<file path="config.mk">
export PLATFORM = sky130hd
export DESIGN_NAME = clock_monitor
export DESIGN_NICKNAME = d
export VERILOG_FILES = /design/src/rtl/clock_monitor.sv
export SDC_FILE = /design/constraint.sdc
export NUM_CORES = 1
export LEC_CHECK = 0
export ABC_CLOCK_PERIOD_IN_PS = 4500
export BUFFER_PORTS_ARGS = -buffer_cell sky130_fd_sc_hd__buf_4
export CAP_MARGIN = 0
export CORE_UTILIZATION = 40
export DETAILED_ROUTE_END_ITERATION = 12
export PLACE_DENSITY = 0.61
export SYNTH_ARGS = -nofsm -noshare
export SYNTH_HDL_FRONTEND = slang
export SYNTH_SLANG_ARGS = --single-unit
</file>
<file path="constraint.sdc">
create_clock -name clock -period 4.5 [get_ports clock]
set_clock_uncertainty 0.2 [all_clocks]
set_input_delay 0.45 -clock clock [delete_from_list [all_inputs] [get_ports clock]]
set_output_delay 0.45 -clock clock [all_outputs]
set_load 0.01 [all_outputs]
</file>
<file path="src/rtl/clock_monitor.sv">
// Period / lock / stuck monitor for a slow clock sampled in the system clock domain.
// Optional high-time measurement is built when CLOCK_MONITOR_DUTY_EN is defined.
module clock_monitor #(
  parameter int unsigned EXPECT_PERIOD = 72000000,
  parameter int unsigned TOLERANCE     = 720,
  parameter int unsigned TIMEOUT       = 144000000,
  parameter int unsigned CNT_W         = 32
) (
  input  logic             clock,
  input  logic             reset,
  input  logic             enable,
  input  logic             sig_in,
  output logic [CNT_W-1:0] period_out,
  output logic [CNT_W-1:0] high_out,
  output logic             meas_valid,
  output logic             in_range,
  output logic             locked,
  output logic             stuck
);

  localparam int unsigned EXT_W = CNT_W + 1;
  localparam logic [EXT_W-1:0] RANGE_LO = (EXPECT_PERIOD > TOLERANCE) ?
                                          EXT_W'(EXPECT_PERIOD - TOLERANCE) : '0;
  localparam logic [EXT_W-1:0] RANGE_HI = EXT_W'(EXPECT_PERIOD) + EXT_W'(TOLERANCE);
  localparam logic [CNT_W-1:0] TIMEOUT_V = CNT_W'(TIMEOUT);

  typedef enum logic [1:0] {IDLE, WAIT_EDGE, MEASURE} state_t;

  state_t           state, state_n;
  logic             sync1, sync_q, hist;
  logic             rise_det;
  logic [CNT_W-1:0] cnt, cnt_n;
  logic [CNT_W-1:0] period_n;
  logic             meas_valid_n, in_range_n, locked_n, stuck_n;
  logic             streak, streak_n;
  logic             cnt_ok;

  assign rise_det = sync_q & ~hist;
  assign cnt_ok   = ({1'b0, cnt} >= RANGE_LO) && ({1'b0, cnt} <= RANGE_HI);

  // Next-state and datapath updates; an edge in MEASURE wins over the timeout.
  always_comb begin
    state_n      = state;
    cnt_n        = cnt;
    period_n     = period_out;
    meas_valid_n = 1'b0;
    in_range_n   = in_range;
    locked_n     = locked;
    stuck_n      = stuck;
    streak_n     = streak;
    if (!enable) begin
      state_n  = IDLE;
      cnt_n    = '0;
      locked_n = 1'b0;
      stuck_n  = 1'b0;
      streak_n = 1'b0;
    end else begin
      case (state)
        IDLE: begin
          cnt_n    = '0;
          locked_n = 1'b0;
          state_n  = WAIT_EDGE;
        end
        WAIT_EDGE: begin
          if (rise_det) begin
            cnt_n   = CNT_W'(1);
            stuck_n = 1'b0;
            state_n = MEASURE;
          end else if (cnt == TIMEOUT_V) begin
            stuck_n  = 1'b1;
            locked_n = 1'b0;
            streak_n = 1'b0;
          end else begin
            cnt_n = cnt + CNT_W'(1);
          end
        end
        MEASURE: begin
          if (rise_det) begin
            period_n     = cnt;
            in_range_n   = cnt_ok;
            meas_valid_n = 1'b1;
            locked_n     = cnt_ok & streak;
            streak_n     = cnt_ok;
            stuck_n      = 1'b0;
            cnt_n        = CNT_W'(1);
          end else if (cnt == TIMEOUT_V) begin
            stuck_n  = 1'b1;
            locked_n = 1'b0;
            streak_n = 1'b0;
            state_n  = WAIT_EDGE;
          end else begin
            cnt_n = cnt + CNT_W'(1);
          end
        end
        default: state_n = IDLE;
      endcase
    end
  end

  always_ff @(posedge clock) begin
    if (reset) begin
      state      <= IDLE;
      sync1      <= 1'b0;
      sync_q     <= 1'b0;
      hist       <= 1'b0;
      cnt        <= '0;
      period_out <= '0;
      meas_valid <= 1'b0;
      in_range   <= 1'b0;
      locked     <= 1'b0;
      stuck      <= 1'b0;
      streak     <= 1'b0;
    end else begin
      state      <= state_n;
      sync1      <= sig_in;
      sync_q     <= sync1;
      hist       <= sync_q;
      cnt        <= cnt_n;
      period_out <= period_n;
      meas_valid <= meas_valid_n;
      in_range   <= in_range_n;
      locked     <= locked_n;
      stuck      <= stuck_n;
      streak     <= streak_n;
    end
  end

`ifdef CLOCK_MONITOR_DUTY_EN
  logic             fall_det;
  logic [CNT_W-1:0] hcnt;
  logic             hrun;

  assign fall_det = ~sync_q & hist;

  // High-time counter: starts on a rising edge, freezes on the falling edge.
  always_ff @(posedge clock) begin
    if (reset) begin
      hcnt     <= '0;
      hrun     <= 1'b0;
      high_out <= '0;
    end else if (!enable || state == IDLE) begin
      hrun <= 1'b0;
    end else if (rise_det) begin
      hcnt <= CNT_W'(1);
      hrun <= 1'b1;
      if (state == MEASURE) high_out <= hcnt;
    end else if (fall_det) begin
      hrun <= 1'b0;
    end else if (hrun && hcnt != '1) begin
      hcnt <= hcnt + CNT_W'(1);
    end
  end
`else
  assign high_out = '0;
`endif

endmodule

</file>
# After elaboration in Yosys (flattened, before gate mapping)
# Index checks and enable logic that the tools add are counted.
[word_totals]
ff_bits = 74
inputBits = 4
word_cells = 60
[op_classes]
add_sub_neg = 1
order_cmp = 2
n_eq_ne = 8
n_mux = 18
bitwise_logic = 5
reduce_logical = 15
[ops]
columns = ["cell", "count"]
rows = [
  ["32-bit two-way mux", 2],
  ["32-bit case mux with 2 select lines", 1],
  ["32-bit by 1-bit adder with 32-bit output (second input constant)", 1],
  ["32-bit by 28-bit equality test with 1-bit output (second input constant)", 1],
  ["32-bit by 27-bit >= comparator with 1-bit output (second input constant)", 1],
  ["32-bit by 27-bit <= comparator with 1-bit output (second input constant)", 1],
  ["1-bit two-way mux", 9],
  ["2-bit inequality test (second input constant)", 4],
  ["2-bit AND reduction", 4],
  ["2-bit two-way mux", 3],
  ["2-bit case mux with 3 select lines", 1],
  ["3-bit AND reduction", 2],
  ["2-bit nonzero test", 3],
  ["2-bit OR reduction", 2],
  ["3-bit inequality test (second input constant)", 1],
  ["1-bit inverter", 3],
  ["1-bit case mux with 3 select lines", 1],
  ["3-bit nonzero test", 1],
  ["3-bit OR reduction", 1],
  ["1-bit bitwise AND", 2],
  ["2-bit by 1-bit equality test with 1-bit output (second input constant)", 1],
  ["2-bit equality test (second input constant)", 1],
  ["2-bit logical NOT", 1],
  ["1-bit case mux with 2 select lines", 1],
  ["1-bit logical AND", 1],
]

# Depth between registers and ports, before layout
[depth]
word_depth = 5
ltp_mapped = 8
ltp_nobuf = 8

# Worst setup path before layout
# No wires, ideal clock.
[synth_timing]
kind = "register to register"
start = "register state[0]"
end = "register cnt[27]"
setup_ns = 0.070
t_arrival_ns = 1.695
path_slack_ns = 2.535
path_stages_with_launch = 8
period_less_slack_ns = 1.965
cell_sequence = "dfxtp_1 -> ha_1 -> and4b_1 -> and3b_1 -> buf_2 -> nand4_4 -> or3_1 -> a21oi_1"
[synth_via]
elab_chain_cells = 4
elab_cells_between_ends = 8
classes_between = "eq/ne: 3; mux: 1; reduce/logical: 4"
[synth_lines]
columns = ["element", "line", "text"]
rows = [
  ["start, declared", "29", "state_t state, state_n;"],
  ["start signal, assigned", "114", "state <= state_n;"],
  ["2-bit equality test / 2-bit by 1-bit equality test with 1-bit output (equally long branches)", "58", "case (state)"],
  ["2-bit OR reduction (no source line)", "n/a", ""],
  ["3-bit inequality test (no source line) / 2-bit nonzero test (equally long branches)", "n/a", ""],
  ["2-bit AND reduction (no source line)", "n/a", ""],
  ["end signal, assigned", "118", "cnt <= cnt_n;"],
  ["end, declared", "32", "logic [CNT_W-1:0] cnt, cnt_n;"],
]
# Parallel ways exist; a longest one is shown, timed or not.
# A chain may end at the register's enable or synchronous reset.

# Worst setup path after layout
[layout_timing]
start = "register sync_q"
end = "register in_range"
[layout_via]
elab_chain_cells = 2
[layout_lines]
columns = ["element", "line", "text"]
rows = [
  ["start, declared", "30", "logic sync1, sync_q, hist;"],
  ["start signal, assigned", "116", "sync_q <= sync1;"],
  ["1-bit bitwise AND", "38", "assign rise_det = sync_q & ~hist;"],
  ["3-bit AND reduction (no source line)", "n/a", ""],
  ["end signal, assigned", "121", "in_range <= in_range_n;"],
  ["end, declared", "16", "output logic in_range,"],
]
# Every way passes these cells.

==> results.py <==
metrics = {
    "synthesis": {
        "synthAdderAreaFrac": 0.0204,
        "synth_area_leaders": "dfxtp_1 40%, nand2_1 8.2%, a21oi_1 6.9%, buf_4 6.5%, nor2_1 3.8%",
        "synth-seq-area-share": 0.402,
        "synth.area.mux_share": 0,
        "syn_area_per_cell_sq_um": 8.03,
        "syn_inst": 459,
        "synth_warnings": 0,
        "netlist-cell-type-count": 56,
        "synth_top_family_by_area": "simple AND/OR/NAND/NOR gates",
        "synth_top_cell_by_area": "dfxtp_1",
        "synth_seq_cells": 74,
        "synth_edf_count": 0,
        "async_flop_share": 0,
        "synth-simple-area-share": 0.281,
        "synth_compound_area_frac": 0.133,
        "synth_top_area_share": 0.402,
        "syn-cell-area_sq_um": 3680,
        "synth_xor_xnor_area_share": 0.0476,
        "synthFlopType": "dfxtp_1",
    },
    "final_layout": {
        "fin_area_sq_um": 4040,
        "area_delta_synth_final_pct": 9.61,
        "final_util": 0.459,
        "multiInputGateArea_sq_um": 1890,
        "stdcell_count": 591,
        "fill_cells": 871,
        "insertedDiodeCount": 0,
        "fin_nets": 489,
        "area.sequential_sq_um": 1480,
        "layout-drive-gt1-share": 0.147,
    },
    "job": {
        "max_cap_violations": 0,
    },
    "run_status": {
        "status": "finished with violations",
        "violations": "DRC",
    },
    "grt": {
        "grt_usage": 0.171,
        "grt_pass1_wl_um": 13300,
        "antenna_found_initial": 0,
        "gr-total-overflow": 0,
        "grt_max_degree": 38,
        "grt_pass1_vias": 2823,
    },
    "placement": {
        "place.gp.congestion": 0.805,
        "placed_cell_area_sq_um": 3850,
        "portBuffers": 39,
        "placedCellCount": 576,
        "hpwlAfterDp_um": 5440,
    },
    "timing": {
        "period_share": 0.547,
        "slew_headroom": 0.437,
        "rsz0062_at_grt": "false",
        "worstMarginPinSlew_ns": 0.845,
        "drv_slew": 0,
        "hold_slack_ns": 0.106,
        "fin_tns_setup_ns": 0,
        "finalHoldViolCount": 0,
        "period_needed_ns": 2.46,
        "max_freq_mhz": 406,
        "setup_viol": 0,
    },
    "floorplanning": {
        "coreArea_sq_um": 8810,
        "die_h_um": 98.0,
        "num_rows": 34,
        "fp.dieW_um": 98.0,
        "die-area_sq_um": 9600,
        "num_io_pins": 72,
        "start_util": 0.418,
    },
    "cts": {
        "cts_tree": "done",
        "htreeDepth": 3,
        "cts_buffers": 9,
        "cts_setup_buffers": 0,
        "hold_buffers": 0,
        "clkSlewWorstSetupHoldPaths_ns": 0.07,
        "cts_buffer_depth": 2,
        "clock_sinks": 74,
        "cts-root-buf": "clkbuf_8",
        "insertion_delay_ns": 0.36,
        "post_cts_resized": 0,
    },
    "critical_path": {
        "cp-end-kind": "flop",
        "crit_required_ns": 4.59,
        "cp_max_fo": 22,
        "arrival_ns": 2.55,
        "critPathLaunchType": "flop",
        "crit_type": "flop to flop",
    },
    "detailed_routing": {
        "antenna_left": 0,
        "drt-total-wl_um": 7690,
        "vias_per_cell": 5.15,
        "post_drt_wl_per_cell_um": 13.0,
        "drt_iter0_markers": 152,
        "drc": 5,
        "vias": 3043,
        "first_pass_iters": 8,
    },
    "pwr": {
        "p_clk_frac": 0.414,
        "internal-power_uw": 915,
        "power_switching_uw": 278,
        "vdd_drop_max_v": 0.000151,
        "p_seq_frac": 0.552,
        "p_per_area_nw_per_um2": 295,
        "pwr-share-comb": 0.035,
        "leakage_uw": 0.00143,
        "swShare": 0.233,
    },
    "min_path": {
        "hp-class": "input pin to flop",
    },
}
-- Yosys cell counts (2+ instances only) --
| master | count |
|---|---|
| buf_4 | 32 |
| xor2_1 | 8 |
| clkbuf_2 | 2 |
| dfxtp_1 | 74 |
| or3_1 | 5 |
| nor3_1 | 9 |
| nor4_4 | 2 |
| nand4b_1 | 4 |
| and4_1 | 2 |
| and3_1 | 4 |
| nand2_2 | 3 |
| nand4_1 | 6 |
| nand2b_1 | 2 |
| nor4_2 | 2 |
| a21o_1 | 2 |
| inv_1 | 10 |
| a211oi_1 | 4 |
| o21ai_0 | 16 |
| nand3_1 | 19 |
| ha_1 | 6 |
| xnor2_1 | 12 |
| nor2_1 | 37 |
| and4b_1 | 3 |
| nor3b_1 | 2 |
| buf_6 | 2 |
| nor2b_1 | 5 |
| buf_2 | 11 |
| clkbuf_1 | 16 |
| nor4_1 | 2 |
| a31oi_1 | 2 |
| nand2_1 | 80 |
| a21oi_1 | 51 |
-- layer usage --
layer / vias to the layer above / global-route usage / part of all wire
li1: 1531 / - / -
met1: 1423 / 0.231 / 0.49
met2: 78 / 0.270 / 0.44
met3: 11 / 0.0236 / 0.048
met4: 0 / 0.0769 / 0.017
met5: - / 0 / 0
-- final timing paths --
check          from       end  slack [ns]  cells past startpoint
max          sync_q  in_range        2.04                      5
min          sig_in     sync1        0.11                      2
max reg2reg  sync_q  in_range        2.04                      5
min reg2reg   sync1    sync_q        0.24                      1
-- cell usage in the layout (no fill, tap or decap), types with 5 or more instances in the layout --
cell type / count
a21oi_1: 51
buf_4: 41
clkbuf_8: 9
conb_1: 32
dfxtp_1: 74
ha_1: 6
inv_1: 10
nand2_1: 80
nand3_1: 19
nand4_1: 6
nor2_1: 37
nor2b_1: 5
nor3_1: 9
o21ai_0: 16
or3_1: 5
xnor2_1: 12
xor2_1: 8
-- power groups by stage --
| stage | clock (uW) | sequential, uW | combinational (uW) |
|---|---|---|---|
| after detailed placement | 0 | 673 | 40.5 |
| final | 493 | 658 | 41.2 |
| after global placement | 0 | 673 | 39.8 |
| after floorplan | 0 | 673 | 54.6 |
| after CTS | 505 | 658 | 40.5 |
| after global routing | 531 | 658 | 45.9 |
-- registers in the layout, indices dropped and copies added (netlist names) --
register / count
state: 2
sync1: 1
stuck: 1
sync_q: 1
period_out: 32
streak: 1
hist: 1
locked: 1
cnt: 32
in_range: 1
meas_valid: 1
-- through the flow --
| step | power (uW) | setup slack, ns |
|---|---|---|
| after floorplan | 727 | 2.53 |
| after detailed placement | 714 | 2.01 |
| final | 1190 | 2.04 |
| after global routing | 1230 | 1.84 |
| after global placement | 713 | 2.09 |
| after CTS | 1200 | 2.03 |
-- area by class of cell --
class | count | area share
clock buffers | 9 | 0.0307
multi-input cells | 343 | 0.469
well taps | 108 | 0.0335
clock inverters | 6 | 0.0146
flip-flops and latches | 74 | 0.367
repair buffers | 41 | 0.0762
inverters | 10 | 0.00930
-- kinds of logic after synthesis --
logic type,count (synthesis)
buffers and inverters,73
other,1
and+or+nand+nor,198
xor gates and xnor gates,20
DFF,74
AOI/OAI and AO/OA,87
adders and majority gates,6
-- critical path, cell delays in order (launching register included) --
cell     delay [ns]
dfxtp_1        0.34
nor2b_1        0.44
and3_1         0.80
buf_4          0.32
nand3_1        0.14
a21oi_1        0.16
Note: power is estimated with default switching activity, not from simulation.
